### src/rtl/arith_pkg.sv
// Shared arithmetic definitions for the multiply/divide helper blocks.
package arith_pkg;

    // Default operand width for the 4-bit arithmetic family.
    localparam int DEF_WIDTH = 4;

    // Result width of a WIDTH x WIDTH product (plus a WIDTH-bit addend).
    function automatic int res_w(input int w);
        return 2 * w;
    endfunction

    localparam int RES_W = res_w(DEF_WIDTH);

    // Control states shared by the iterative multiplier and divider.
    typedef enum logic [1:0] {
        IDLE = 2'd0,
        RUN  = 2'd1,
        DONE = 2'd2
    } state_t;

endpackage

### src/rtl/add_n.sv
// Ripple-carry adder built from 1-bit full-adder cells; carry out is dropped.

module fa1 (
    input  logic a,
    input  logic b,
    input  logic ci,
    output logic s,
    output logic co
);
    assign s  = a ^ b ^ ci;
    assign co = (a & b) | (ci & (a ^ b));
endmodule

module add_n #(
    parameter int N = 8
) (
    input  logic [N-1:0] a,
    input  logic [N-1:0] b,
    output logic [N-1:0] sum
);
    // c[i] is the carry into bit i; the carry out of the top bit is never formed
    logic [N-1:0] c;

    assign c[0] = 1'b0;

    for (genvar i = 0; i < N; i++) begin : g_bit
        if (i < N - 1) begin : g_fa
            fa1 u_fa (
                .a (a[i]),
                .b (b[i]),
                .ci(c[i]),
                .s (sum[i]),
                .co(c[i+1])
            );
        end else begin : g_top
            // Top bit: sum only, any carry out of the result width is discarded.
            assign sum[i] = a[i] ^ b[i] ^ c[i];
        end
    end

endmodule

### src/rtl/mul_add_4.sv
// Sequential shift-and-add multiply-accumulate: y = q*b + r over WIDTH cycles.
// Inverse of the 4-bit divider, used to rebuild a dividend from q, b and r.
module mul_add_4
    import arith_pkg::*;
#(
    parameter int WIDTH = DEF_WIDTH
) (
    input  logic               clk,
    input  logic               rst,
    input  logic               start,
    input  logic [WIDTH-1:0]   q,
    input  logic [WIDTH-1:0]   b,
    input  logic [WIDTH-1:0]   r,
    output logic [2*WIDTH-1:0] y,
    output logic               busy,
    output logic               done
);
    localparam int RW = res_w(WIDTH);
    localparam int CW = (WIDTH > 1) ? $clog2(WIDTH) : 1;
    localparam logic [CW-1:0] LAST = CW'(WIDTH - 1);

    state_t          state, nxt;
    logic [RW-1:0]   acc;
    logic [RW-1:0]   mcand;
    logic [WIDTH-1:0] mplier;
    logic [CW-1:0]   cnt;
    logic [RW-1:0]   sum;
    logic            accept;
    logic            last;

    // New operands are only taken when not iterating (IDLE or the DONE cycle).
    assign accept = start && (state != RUN);
    assign last   = (state == RUN) && (cnt == LAST);

    add_n #(.N(RW)) u_add (
        .a  (acc),
        .b  (mcand),
        .sum(sum)
    );

    // State register.
    always_ff @(posedge clk or posedge rst) begin
        if (rst) state <= IDLE;
        else     state <= nxt;
    end

    // Next-state and handshake decode.
    always_comb begin
        nxt  = state;
        busy = 1'b0;
        done = 1'b0;
        case (state)
            IDLE: begin
                if (start) nxt = RUN;
            end
            RUN: begin
                busy = 1'b1;
                if (cnt == LAST) nxt = DONE;
            end
            DONE: begin
                done = 1'b1;
                nxt  = start ? RUN : IDLE;
            end
            default: nxt = IDLE;
        endcase
    end

    // Datapath: load on accept, one shift-and-add step per RUN cycle,
    // y written only on the completing edge so partial sums never show.
    always_ff @(posedge clk or posedge rst) begin
        if (rst) begin
            acc    <= '0;
            mcand  <= '0;
            mplier <= '0;
            cnt    <= '0;
            y      <= '0;
        end else if (accept) begin
            acc    <= RW'(r);
            mcand  <= RW'(b);
            mplier <= q;
            cnt    <= '0;
        end else if (state == RUN) begin
            if (mplier[0]) acc <= sum;
            mcand  <= mcand << 1;
            mplier <= mplier >> 1;
            cnt    <= cnt + 1'b1;
            if (last) y <= mplier[0] ? sum : acc;
        end
    end

endmodule

### config.mk
export PLATFORM = sky130hd
export DESIGN_NAME = mul_add_4
export DESIGN_NICKNAME = d
export VERILOG_FILES = /design/src/rtl/arith_pkg.sv /design/src/rtl/add_n.sv /design/src/rtl/mul_add_4.sv
export SDC_FILE = /design/constraint.sdc
export NUM_CORES = 1
export LEC_CHECK = 0
export BUFFER_PORTS_ARGS = -buffer_cell sky130_fd_sc_hd__buf_2
export CAP_MARGIN = 25
export CORE_MARGIN = 8
export CORE_UTILIZATION = 40
export CTS_CLUSTER_DIAMETER = 80
export DETAILED_ROUTE_END_ITERATION = 7
export PLACE_DENSITY = 0.58
export SLEW_MARGIN = 20
export SYNTH_ARGS = -nofsm -noshare
export SYNTH_HDL_FRONTEND = slang
export SYNTH_SLANG_ARGS = --single-unit
### constraint.sdc
create_clock -name clk -period 4.06 [get_ports clk]
set_input_delay 0.406 -clock clk [delete_from_list [all_inputs] [get_ports clk]]
set_output_delay 0.406 -clock clk [all_outputs]
set_load 0.02 [all_outputs]
==> results.py <==
metrics = {
    "setup_path": {
        "r2r-start": "acc[0]",
        "startpoint": "acc[0]",
        "reg2reg_setup_slack_ns": 0.93,
        "critPathTopFamily": "adder cells",
        "critPathMaxFanout": 4,
        "crit_required_ns": 4.28,
        "startpoint_type": "flop",
        "cp_slowest_stage_delay_ns": 0.42,
        "endpoint_kind": "flop",
        "slowest_stage": "or4_1",
        "r2r_cells": 12,
        "rr_endpoint": "acc[7]",
        "path_buf_inv": 2,
        "worstSetupPathType": "reg2reg",
        "cp_cell_sequence": "ha_1, fa_1, inv_1, fa_1, fa_1, fa_1, inv_1, fa_1, fa_1, xnor2_1, or4_1, nand3_1",
        "crit_top_cell": "fa_1",
        "critPathArrivalTime_ns": 3.34,
    },
    "global_routing": {
        "grt_overflow": 0,
        "grt_max_degree": 33,
        "grt_pass1_wl_um": 5170,
        "antenna_found_initial": 0,
        "grt_pass1_vias": 1147,
        "globalRouteTotalUtil_pct": 10.5,
    },
    "routing": {
        "drtIter0Drc": 55,
        "drc": 0,
        "antenna_left": 0,
        "viasPerCell": 4.89,
        "drt-wirelength-per-cell_um": 13.5,
        "met1_length_um": 1460,
        "wirelength_um": 2960,
        "wl_met3_um": 204,
        "wl_met2_um": 1280,
        "via_count": 1071,
        "highest_layer": "met4",
        "firstDrtPassIters": 4,
    },
    "clock_tree": {
        "cts_tree": "yes",
        "clkLatencyLatePin_ns": 0.28,
        "holdBufCountCts": 0,
        "cts_max_level": 2,
        "numCtsBuffers": 5,
        "cts.clk_slew.worst_paths_ns": 0.06,
        "cts_num_sinks": 32,
        "post_cts_buffers": 0,
        "cts_max_path_buffers": 2,
        "cts_root_buf": "clkbuf_8",
        "ctsResizeCount": 0,
    },
    "cells_and_area": {
        "n_antenna_cell": 0,
        "fill_cells": 370,
        "multi_input_area_um2": 672,
        "final-seq-area_um2": 801,
        "area_growth_syn_to_layout_pct": 13.9,
        "finalNetCount": 196,
        "design_area_um2": 1780,
        "drive_above_1_share_pct": 18.1,
    },
    "sta": {
        "finalCritPeriodShare_pct": 77.1,
        "max-slew-margin-rel_pct": 57.8,
        "period_needed_ns": 3.13,
        "finalMaxSlewViolations": 0,
        "tns_ns": 0,
        "fin_skew_ns": 0.00500,
        "setup_viol": 0,
        "rsz0062_at_grt": "no",
        "hold_viol_final": 0,
        "fmax_ghz": 0.320,
        "tightest_slew_ns": 0.629,
    },
    "synth": {
        "synth.avg_cell_area_um2": 10.6,
        "syn_inst": 148,
        "synthArstFlopShare_pct": 100,
        "ys_warn_count": 0,
        "synth-edff-count": 0,
        "synth_nets": 171,
        "synth-main-ff-cell": "dfrtp_1",
        "seq_area_frac_synth_pct": 51.2,
        "synthesis.area_um2": 1560,
        "synth-seq-cells": 32,
        "synthDistinctLibCells": 29,
    },
    "floorplan": {
        "core_um2": 3720,
        "design.die.area_um2": 6170,
        "die_h_um": 78.5,
        "io_pins": 25,
        "fp.dieW_um": 78.5,
        "start_util_pct": 42.1,
        "rows": 22,
    },
    "power_and_ir_drop": {
        "leakagePower_uw": 0.000887,
        "fin_total_pwr_uw": 1340,
        "ir_drop_mv": 0.307,
        "p_per_area_nw_per_um2": 752,
    },
    "min_path": {
        "hold_class": "in2async",
    },
    "job": {
        "maxCapViolations": 0,
    },
    "run_status": {
        "status": "complete, no violations",
    },
    "placed_design": {
        "gp_congestion": 0.737,
        "hpwlAfterDp_um": 2220,
        "place_area_um2": 1710,
        "io_buffers": 24,
    },
}
==> cell families (layout without fill, tap and decap cells) <==
family	Yosys count	count (layout)	synth area share [%]
AO/OA/AOI/OAI	33	33	13.3
XOR/XNOR	1	1	0.560
adder cells (fa/ha/maj)	8	8	9.28
buffers and inverters	21	44	5.84
flip-flops	32	32	51.2
multiplexers	12	12	7.68
AND/OR/NAND/NOR	41	41	12.2
==> per-stage QoR <==
stage	instances	utilization, %	hold WS [ns]	setup WS, ns
5_1_grt	219	47.9	0.238	0.769
4_1_cts	219	47.9	0.213	0.921
2_1_floorplan	148	-	0.449	1.10
3_3_place_gp	214	46.1	0.456	0.994
3_5_place_dp	214	46.1	0.467	0.941
6_report	219	47.9	0.198	0.930
==> worst reg2reg max path: stages (launching register included) <==
cell,delay (ns)
dfrtp_1,0.39
ha_1,0.22
fa_1,0.36
inv_1,0.08
fa_1,0.18
fa_1,0.19
fa_1,0.16
inv_1,0.05
fa_1,0.37
fa_1,0.38
xnor2_1,0.18
or4_1,0.42
nand3_1,0.10
==> registers in the layout, summed over array words and instances (netlist names) <==
signal,count
mplier,4
y,8
acc,8
cnt,2
mcand,8
state,2
==> worst max-delay path by stage <==
stage / depth (start not counted) / to
global placement: 12 / y[7]
CTS: 12 / acc[7]
detailed placement: 12 / acc[7]
finish: 12 / acc[7]
floorplan: 12 / acc[7]
global route: 12 / y[7]
==> power breakdown <==
part           total [uW]  switching (uW)  internal [uW]
Combinational         566             338            228
Sequential            559             107            452
Clock                 215             104            110
Total                1340             549            790
==> synthesized netlist by cell type, types with 3 or more instances <==
master    n  area (um2)
nand2_1  24        90.1
o21ai_0  21         105
fa_1      6         120
dfrtp_1  32         801
mux2i_1  12         120
inv_1    12        45.0
a22o_1    3        26.3
buf_2     4        20.0
nand3_1   5        25.0
==> per-layer routing <==
layer / vias up / track usage [%]
met1: 487 / 12.6
met5: - / 0
met2: 27 / 15.8
met3: 4 / 5.47
met4: 0 / 3.89
li1: 553 / -
==> layout make-up <==
cell class / instances / share of cell area [%]
Inverter: 14 / 2.95
Tap cell: 48 / 3.37
Multi-Input combinational cell: 95 / 37.7
Timing Repair Buffer: 25 / 7.16
Clock buffer: 5 / 3.86
Sequential cell: 32 / 44.9
==> cell usage in the layout, fill, tap and decap left out, types with 2 or more instances in the layout <==
cell      count
a221o_1       2
a221oi_1      2
a22o_1        3
and3_1        2
buf_2        24
clkbuf_8      5
clkinv_1      2
dfrtp_1      32
fa_1          6
ha_1          2
inv_1        12
mux2i_1      12
nand2_1      24
nand3_1       5
nor2_1        2
nor3_1        2
o21ai_0      21
or4_1         2
Note: power is estimated with default switching activity, not from simulation.
